<file path="src/rtl/event_cap_pkg.sv">
// Shared constants for the event capture monitor: default sizes and record field layout.
// A record is {ts, val, chg}, with chg in the least significant bits.
package event_cap_pkg;

  parameter int unsigned TS_W_DEFAULT  = 16;
  parameter int unsigned DEPTH_DEFAULT = 8;
  parameter int unsigned REC_W         = TS_W_DEFAULT + 6;

  parameter int unsigned CHG_OFF = 0;
  parameter int unsigned VAL_OFF = 3;
  parameter int unsigned TS_OFF  = 6;

  function automatic int unsigned rec_width(input int unsigned ts_w);
    return ts_w + 6;
  endfunction

endpackage

</file>
<file path="src/rtl/event_fifo.sv">
// Record FIFO: synchronous write, combinational head read, extra pointer bit for full/empty.
// A push into a full FIFO is accepted only when a pop happens on the same edge.
module event_fifo #(
  parameter int unsigned W     = event_cap_pkg::REC_W,
  parameter int unsigned DEPTH = event_cap_pkg::DEPTH_DEFAULT
) (
  input  logic         clk,
  input  logic         rst_n,
  input  logic         push_i,
  input  logic         pop_i,
  input  logic [W-1:0] wdata_i,
  output logic [W-1:0] rdata_o,
  output logic         full_o,
  output logic         empty_o
);

  localparam int unsigned AW = $clog2(DEPTH);
  localparam int unsigned PW = AW + 1;

  logic [W-1:0]  mem_q [DEPTH];
  logic [PW-1:0] wptr_q, wptr_d;
  logic [PW-1:0] rptr_q, rptr_d;
  logic          wr_en, rd_en;

  always_comb begin
    empty_o = (wptr_q == rptr_q);
    full_o  = (wptr_q[AW] != rptr_q[AW]) && (wptr_q[AW-1:0] == rptr_q[AW-1:0]);
    rd_en   = pop_i && !empty_o;
    wr_en   = push_i && (!full_o || rd_en);
    wptr_d  = wr_en ? wptr_q + PW'(1) : wptr_q;
    rptr_d  = rd_en ? rptr_q + PW'(1) : rptr_q;
    rdata_o = mem_q[rptr_q[AW-1:0]];
  end

  always_ff @(posedge clk or negedge rst_n) begin
    if (!rst_n) begin
      wptr_q <= '0;
      rptr_q <= '0;
    end else begin
      wptr_q <= wptr_d;
      rptr_q <= rptr_d;
    end
  end

  // Storage is intentionally unreset; the head is masked by the top while empty.
  always_ff @(posedge clk) begin
    if (wr_en) begin
      mem_q[wptr_q[AW-1:0]] <= wdata_i;
    end
  end

endmodule

</file>
<file path="src/rtl/event_capture_monitor.sv">
// Synchronizes x/y/z, timestamps every change with a free-running counter and queues
// {ts, val, chg} records for a valid/ready consumer, flagging drops in a sticky ovf.
module event_capture_monitor #(
  parameter int unsigned TS_W  = event_cap_pkg::TS_W_DEFAULT,
  parameter int unsigned DEPTH = event_cap_pkg::DEPTH_DEFAULT
) (
  input  logic            clk,
  input  logic            rst_n,
  input  logic            en,
  input  logic            x,
  input  logic            y,
  input  logic            z,
  output logic            rd_valid,
  input  logic            rd_ready,
  output logic [TS_W-1:0] rd_ts,
  output logic [2:0]      rd_val,
  output logic [2:0]      rd_chg,
  output logic            ovf,
  input  logic            clr_ovf
);

  import event_cap_pkg::*;

  localparam int unsigned RW = rec_width(TS_W);

  logic [2:0]      s1_q, s2_q, s3_q;
  logic [TS_W-1:0] ts_q, ts_d;
  logic            ovf_q, ovf_d;
  logic            evt, pop, drop;
  logic            full, empty;
  logic [RW-1:0]   wrec, head;

  always_comb begin
    ts_d  = ts_q + TS_W'(1);
    evt   = en && (s2_q != s3_q);
    pop   = rd_ready && !empty;
    drop  = evt && full && !pop;
    ovf_d = drop ? 1'b1 : (clr_ovf ? 1'b0 : ovf_q);
    wrec  = '0;
    wrec[TS_OFF +: TS_W] = ts_q;
    wrec[VAL_OFF +: 3]   = s2_q;
    wrec[CHG_OFF +: 3]   = s2_q ^ s3_q;
  end

  // s3 follows s2 even when disabled so re-enabling never reports stale changes.
  always_ff @(posedge clk or negedge rst_n) begin
    if (!rst_n) begin
      s1_q  <= '0;
      s2_q  <= '0;
      s3_q  <= '0;
      ts_q  <= '0;
      ovf_q <= 1'b0;
    end else begin
      s1_q  <= {x, y, z};
      s2_q  <= s1_q;
      s3_q  <= s2_q;
      ts_q  <= ts_d;
      ovf_q <= ovf_d;
    end
  end

  event_fifo #(
    .W     (RW),
    .DEPTH (DEPTH)
  ) u_fifo (
    .clk     (clk),
    .rst_n   (rst_n),
    .push_i  (evt),
    .pop_i   (pop),
    .wdata_i (wrec),
    .rdata_o (head),
    .full_o  (full),
    .empty_o (empty)
  );

  always_comb begin
    rd_valid = !empty;
    ovf      = ovf_q;
    rd_ts    = empty ? '0 : head[TS_OFF +: TS_W];
    rd_val   = empty ? '0 : head[VAL_OFF +: 3];
    rd_chg   = empty ? '0 : head[CHG_OFF +: 3];
  end

endmodule
</file>
<file path="config.mk">
export PLATFORM = sky130hd
export DESIGN_NAME = event_capture_monitor
export DESIGN_NICKNAME = d
export VERILOG_FILES = /design/src/rtl/event_cap_pkg.sv /design/src/rtl/event_fifo.sv /design/src/rtl/event_capture_monitor.sv
export SDC_FILE = /design/constraint.sdc
export NUM_CORES = 1
export LEC_CHECK = 0
export ABC_CLOCK_PERIOD_IN_PS = 3550
export BUFFER_PORTS_ARGS = -buffer_cell sky130_fd_sc_hd__buf_2
export CORE_MARGIN = 3
export CORE_UTILIZATION = 60
export DETAILED_ROUTE_END_ITERATION = 8
export GPL_TIMING_DRIVEN = 0
export PLACE_DENSITY_LB_ADDON = 0.25
export REMOVE_ABC_BUFFERS = 1
export SLEW_MARGIN = 10
export SYNTH_ARGS = -nofsm -noshare
export SYNTH_HDL_FRONTEND = slang
export SYNTH_SLANG_ARGS = --single-unit
</file>
<file path="constraint.sdc">
create_clock -name clk -period 3.55 [get_ports clk]
set_input_delay 0.355 -clock clk [delete_from_list [all_inputs] [get_ports clk]]
set_output_delay 0.355 -clock clk [all_outputs]
set_load 0.005 [all_outputs]
</file>
Word level (Yosys, flattened, before mapping)

Memories as Yosys holds them, arrays and structs flattened.
Index checks and enable logic that the tools add are counted.

Memory bits (read-only): 0
Memories kept: 1
Register bits after elaboration: 34
Output and inout port bits: 24
Latch bits: 0
Logic and storage cells: 35
Bits of input ports: 8
RAM bits: 176

Memories:

| name         | words | bits a word | read ports | clocked after memory_dff | write ports | RTL line         | source |
|---|---|---|---|---|---|---|---|
| u_fifo.mem_q | 8     | 22          | 1          | 0                        | 1           | event_fifo.sv:20 | `logic [W-1:0] mem_q [DEPTH];` |

Bitwise logic cells: 1
Divide/modulo/power cells: 0
Reduce and logical (&&, ||, !) cells: 12
Eq/ne operators: 4
Muxes and demuxes: 7
$add $sub $neg: 3
$mul: 0
Shifts and indexed selects: 0
Order comparisons: 0

Operators with widths:

| kind                    | count |
|---|---|
| $add A16 B1 Y16 const B | 1 |
| $mux W16                | 1 |
| $add A4 B1 Y4 const B   | 2 |
| $logic_and A1 B1 Y1     | 7 |
| $mux W3                 | 2 |
| $eq A4 B4 Y1            | 1 |
| $mux W1                 | 4 |
| $eq A3 B3 Y1            | 1 |
| $logic_not A1 Y1        | 3 |
| $ne A3 B3 Y1            | 1 |
| $xor A3 B3 Y3           | 1 |
| $reduce_bool A2 Y1      | 1 |
| $logic_or A1 B1 Y1      | 1 |
| $ne A1 B1 Y1            | 1 |

Depth between registers and ports, before layout

Word-level depth: 8
Depth in mapped cells: 6
Gate-level depth less buffers: 5

Hierarchy

A second synthesis with hierarchy kept.

Cells, all modules: 416
Area total of the unflattened synthesis: 8459.4 um^2

By module, submodules not included:

| module                | area each (um^2) | instances | cells an instance | seq. area each (um^2) |
|---|---|---|---|---|
| event_fifo            | 7258.2           | 1         | 312               | 5485.3 |
| event_capture_monitor | 1201.2           | 1         | 104               | 650.6 |

Least setup slack after synthesis

Ideal clock, no wire load.

Kind: reg2reg
Start point: register u_fifo.wptr_q[0]
End point: memory u_fifo.mem_q[0][0] (netlist bit) (enable)
Clock period less this slack: 2.966 ns
Data required time: 3.121 ns
Data arrival time: 2.537 ns
Cell stages (with the launch flop): 6
Path buffers: 1
Slack: 0.584 ns
Library setup time: 0.429 ns
Path through: dfrtp_1 -> buf_2 -> xnor2_2 -> nand3_4 -> o2111ai_1 -> nor3_1

Longest elaborated chain between the ends: 8
Elaborated cells on any way between the ends: 11
Classes of those cells: eq/ne: 2; mux: 2; reduce/logical: 7

Ends and longest elaborated chain:

| element                       | RTL line                                      | source |
|---|---|---|
| start, declared               | event_fifo.sv:21                              | `logic [PW-1:0] wptr_q, wptr_d;` |
| start signal, assigned        | event_fifo.sv:40                              | `wptr_q <= wptr_d;` |
| $eq A4 B4 Y1                  | event_fifo.sv:26                              | `empty_o = (wptr_q == rptr_q);` |
| $logic_not A1 Y1              | event_fifo.sv:28, event_capture_monitor.sv:36 |  |
| $logic_and A1 B1 Y1           | event_capture_monitor.sv:36                   | `pop = rd_ready && !empty;` |
| $logic_and A1 B1 Y1           | event_fifo.sv:28                              | `rd_en = pop_i && !empty_o;` |
| $logic_or A1 B1 Y1            | event_fifo.sv:29                              | `wr_en = push_i && (!full_o \|\| rd_en);` |
| $logic_and A1 B1 Y1           | event_fifo.sv:29                              |  |
| $mux W1                       | event_fifo.sv:47                              | `if (wr_en) begin` |
| $mux W1 (implied by the code) | event_fifo.sv:48                              | `mem_q[wptr_q[AW-1:0]] <= wdata_i;` |
| end, declared                 | event_fifo.sv:20                              |  |

Parallel ways exist; a longest one is shown, timed or not.

Final worst setup path

Start point: register u_fifo.rptr_q[1]
End point: memory u_fifo.mem_q[0][14] (netlist bit) (enable)

Longest elaborated chain between the ends: 8
Elaborated cells on any way between the ends: 11
Classes of those cells: eq/ne: 2; mux: 2; reduce/logical: 7

Ends and longest elaborated chain:

| element                         | RTL line                                      | source |
|---|---|---|
| start, declared                 | event_fifo.sv:22                              | `logic [PW-1:0] rptr_q, rptr_d;` |
| start signal, assigned          | event_fifo.sv:41                              | `rptr_q <= rptr_d;` |
| $eq A4 B4 Y1                    | event_fifo.sv:26                              |  |
| $logic_not A1 Y1                | event_fifo.sv:28, event_capture_monitor.sv:36 |  |
| $logic_and A1 B1 Y1             | event_capture_monitor.sv:36                   |  |
| $logic_and A1 B1 Y1             | event_fifo.sv:28                              |  |
| $logic_or A1 B1 Y1 *            | event_fifo.sv:29                              |  |
| $logic_and A1 B1 Y1 *           | event_fifo.sv:29                              |  |
| $mux W1 *                       | event_fifo.sv:47                              |  |
| $mux W1 (implied by the code) * | event_fifo.sv:48                              |  |

Every way passes the cells marked *; elsewhere a longest branch is shown, timed or not.

==> summary.md <==
| Metric | Value |
|---|---|
| Max Cap Viol | `0` |
| Seq/Total Area, Yosys | `roughly three quarters` |
| Final Cell Area | `around 9400 um2` |
| Final Wtd Congestion | `0.770` |
| Switching share of power | `between 20% and 30%` |
| Critical path class | `flop to flop` |
| Worst slew pin tran | `0.850 ns` |
| Layout cells sized above 1 | `between 20 and 30%` |
| Slew margin rel. | `43.0%` |
| Lkg Pwr | `3.20 nW` |
| Die height | `roughly 120 um` |
| Clk sink count | `210` |
| Largest net degree at the start of global routing | `35` |
| Boundary pin count | `32` |
| Main synth FF type | `edfxtp_1` |
| Seq pwr share | `43.7%` |
| Post-synth EDFFs | `between 150 and 200` |
| Maximum clock frequency | `0.324 GHz` |
| Row count | `between 40 and 50` |
| Crit path capture type | `flop` |
| Cell variety after synth | `35` |
| Final WL | `14200 um` |
| Warnings, synthesis | `0` |
| Via count | `3741` |
| Slew Limit Fails | `0` |
| Crit path DAT | `about 3.3 ns` |
| Antenna Nets Post-Route | `0` |
| Critical Path RT | `3.73 ns` |
| Post-synth ARST share | `between 15 and 20%` |
| Post-Syn Area per Cell | `20.1 um2` |
| Hold Fails Final Rpt | `0` |
| Unrepaired setup endpoints after global routing | `false` |
| Mapped cell area | `8180 um2` |
| Clk_lat worst skew | `0.48 ns` |
| Pre-CTS WS | `~0.41 ns` |
| Tot GR Track Use | `19.7%` |
| CTS tree | `yes` |
| Psw | `2.14 mW` |
| Num CTS Buffers | `20` |
| Synth-to-layout area growth | `14.3%` |
| Internal power | `between 5 and 6 mW` |
| Fillers | `between 700 and 800` |
| Clk buf depth | `3` |
| Fin Hold WS | `0.0450 ns` |
| Die area | `15100 um2` |
| CTS clk-pin slew, worst paths | `0.06 ns` |
| Wire per inst | `between 20 and 25 um` |
| # setup viols final | `0` |
| DR DRC count | `0` |
| Tightest Hold Check Type | `input pin to flop` |
| Setup Fix Bufs, Post-CTS | `0` |
| Nets | `465` |
| Router iterations before antenna repair | `4` |
| Post-Layout Cell Count | `644` |
| Area of the multi-input gates | `between 1500 and 2000 um2` |
| Initial Util | `61.5%` |
| P per Cell Area | `811 nW/um2` |
| CP Launch Type | `flop` |
| Critical-path maximum fanout | `32` |
| Initial drt markers | `between 200 and 300` |
| First-pass GRT wire length | `22100 um` |
| Initial antenna violation count | `0` |
| Vias per std cell | `5.81` |
| CTS H-tree depth | `1` |
| #FFs+latches synth | `210` |
| Setup TNS | `0 ns` |
| Clock skew | `0.00905 ns` |
| Chip width | `about 120 um` |
| FF/Latch Area | `6140 um2` |
| Cell Area, Placed | `~8600 um2` |
| Hpwl dp | `roughly 7900 um` |
| Fin crit share | `87.0%` |
| Clk pwr share | `29.1%` |
| Combinational Power Share | `27.2%` |
| Root Driver | `clkbuf_16` |
| Core Region | `approximately 13000 um2` |
| Crit path time final | `just over 3 ns` |
| Antenna cell count | `0` |
| Max rail drop VDD | `0.492 mV` |
| Gr ovfl total | `0` |
| Outcome | `finished, final reports clean` |
| IO Port Bufs | `31` |
| Syn Inst Count | `roughly 400` |
| Final WS setup | `0.462 ns` |
| Vias in the first global route | `3890` |
| Cells after DPL | `604` |
## cell usage in the layout (no fill, tap or decap), types with 2 or more instances in the layout
cell and count:
edfxtp_1 176, mux4_2 44, buf_2 31, dfrtp_1 31
nor2_1 28, mux2i_1 22, clkbuf_16 21, xnor2_1 16
nand2_1 11, xor2_1 8, inv_1 7, nand3_1 6
nor2_4 5, nand4_1 4, clkbuf_1 4, dlygate4sd3_1 4
buf_6 4, nand2b_1 3, ha_1 3, bufinv_16 3
and3_1 2, xnor2_2 2, o2111ai_1 2, nor3_2 2
o211a_1 2, clkbuf_8 2, clkinvlp_4 2, clkinv_2 2
buf_12 2, dfrtp_2 2
## worst max-delay path, stage by stage, from the launching register on
cell and delay, ns:
dfrtp_2 0.64, buf_12 0.28, xnor2_1 0.15, nand3_4 0.16, o2111ai_1 0.41, nor3_2 0.79
buf_4 0.34
## power groups by stage
| stage | registers [mW] | logic, mW | clock network, mW |
|---|---|---|---|
| after global routing | 3.36 | 2.24 | 2.34 |
| final | 3.31 | 2.06 | 2.21 |
| after floorplan | 3.42 | 1.24 | 0 |
| after CTS | 3.32 | 2.11 | 2.24 |
| after detailed placement | 3.37 | 2.09 | 0 |
| after global placement | 3.58 | 1.77 | 0 |
## sequential cells by signal, indices dropped and copies added (netlist names)
register       cells
u_fifo.mem_q     176
ts_q              16
u_fifo.rptr_q      4
u_fifo.wptr_q      4
s1_q               3
s2_q               3
s3_q               3
ovf                1
## metal layers
metal	track usage, %	part of all wire, %	up-vias
li1	-	-	1699
met1	27.9	43	1937
met2	33.6	51	89
met3	3.09	5.5	16
met4	3.57	0.99	0
met5	0	0	-
## cell type report
| cell class | instances | area share [%] |
|---|---|---|
| clock buffer | 27 | 6.07 |
| clock inverter | 9 | 1.36 |
| inverter | 8 | 0.321 |
| multi-input combinational | 171 | 20.8 |
| sequential | 210 | 65.7 |
| tap | 176 | 2.35 |
| timing repair buffer | 43 | 3.37 |
## cells in the mapped netlist, drive strengths merged, types with 2 or more instances
cell type | n | area share, %
nand2 | 11 | 0.50
mux4 | 44 | 12
and3 | 2 | 0.15
nand4 | 4 | 0.31
nor3 | 2 | 0.12
mux2 | 2 | 0.32
nand2b | 3 | 0.23
buf | 16 | 1.4
xnor2 | 18 | 2.1
o211a | 2 | 0.24
inv | 8 | 0.37
edfxtp | 176 | 65
xor2 | 8 | 0.86
o2111ai | 2 | 0.21
nor2 | 33 | 1.5
dfrtp | 34 | 10
mux2i | 22 | 2.7
ha | 3 | 0.46
nand3 | 7 | 0.58
## logic make-up after synthesis
kind of cell,share of synthesized area (%)
flops,75.0
mux,15.1
simple gates,3.72
xor+xnor,2.97
buf+inv,1.77
compound gates,0.933
fa+ha+maj,0.459
## repair_timing
action	in CTS	in global routing
endpoints found under the hold margin	13	0
endpoints found under the setup margin	0	9
hold buffers	4	0
gates resized for setup	0	1
## final timing paths
check	from	end	slack [ns]	depth (start not counted)
max in group asynchronous	rst_n	u_fifo.rptr_q[0]	2.42	2
min in group asynchronous	rst_n	ts_q[0]	0.51	2
hold / removal	clr_ovf	ovf	0.05	2
hold reg to reg	s1_q[2]	s2_q[2]	0.35	0
setup reg to reg	u_fifo.rptr_q[1]	u_fifo.mem_q[0][14]	0.46	6
setup / recovery	u_fifo.rptr_q[1]	u_fifo.mem_q[0][14]	0.46	6
## metrics by stage
step | utilization [%] | total power [mW]
global placement | 63.5 | 5.35
global route | 70.3 | 7.93
finish | 70.3 | 7.58
floorplan | - | 4.66
CTS | 70.3 | 7.66
detailed placement | 64.8 | 5.46
Power figures use the tool's default switching activity.
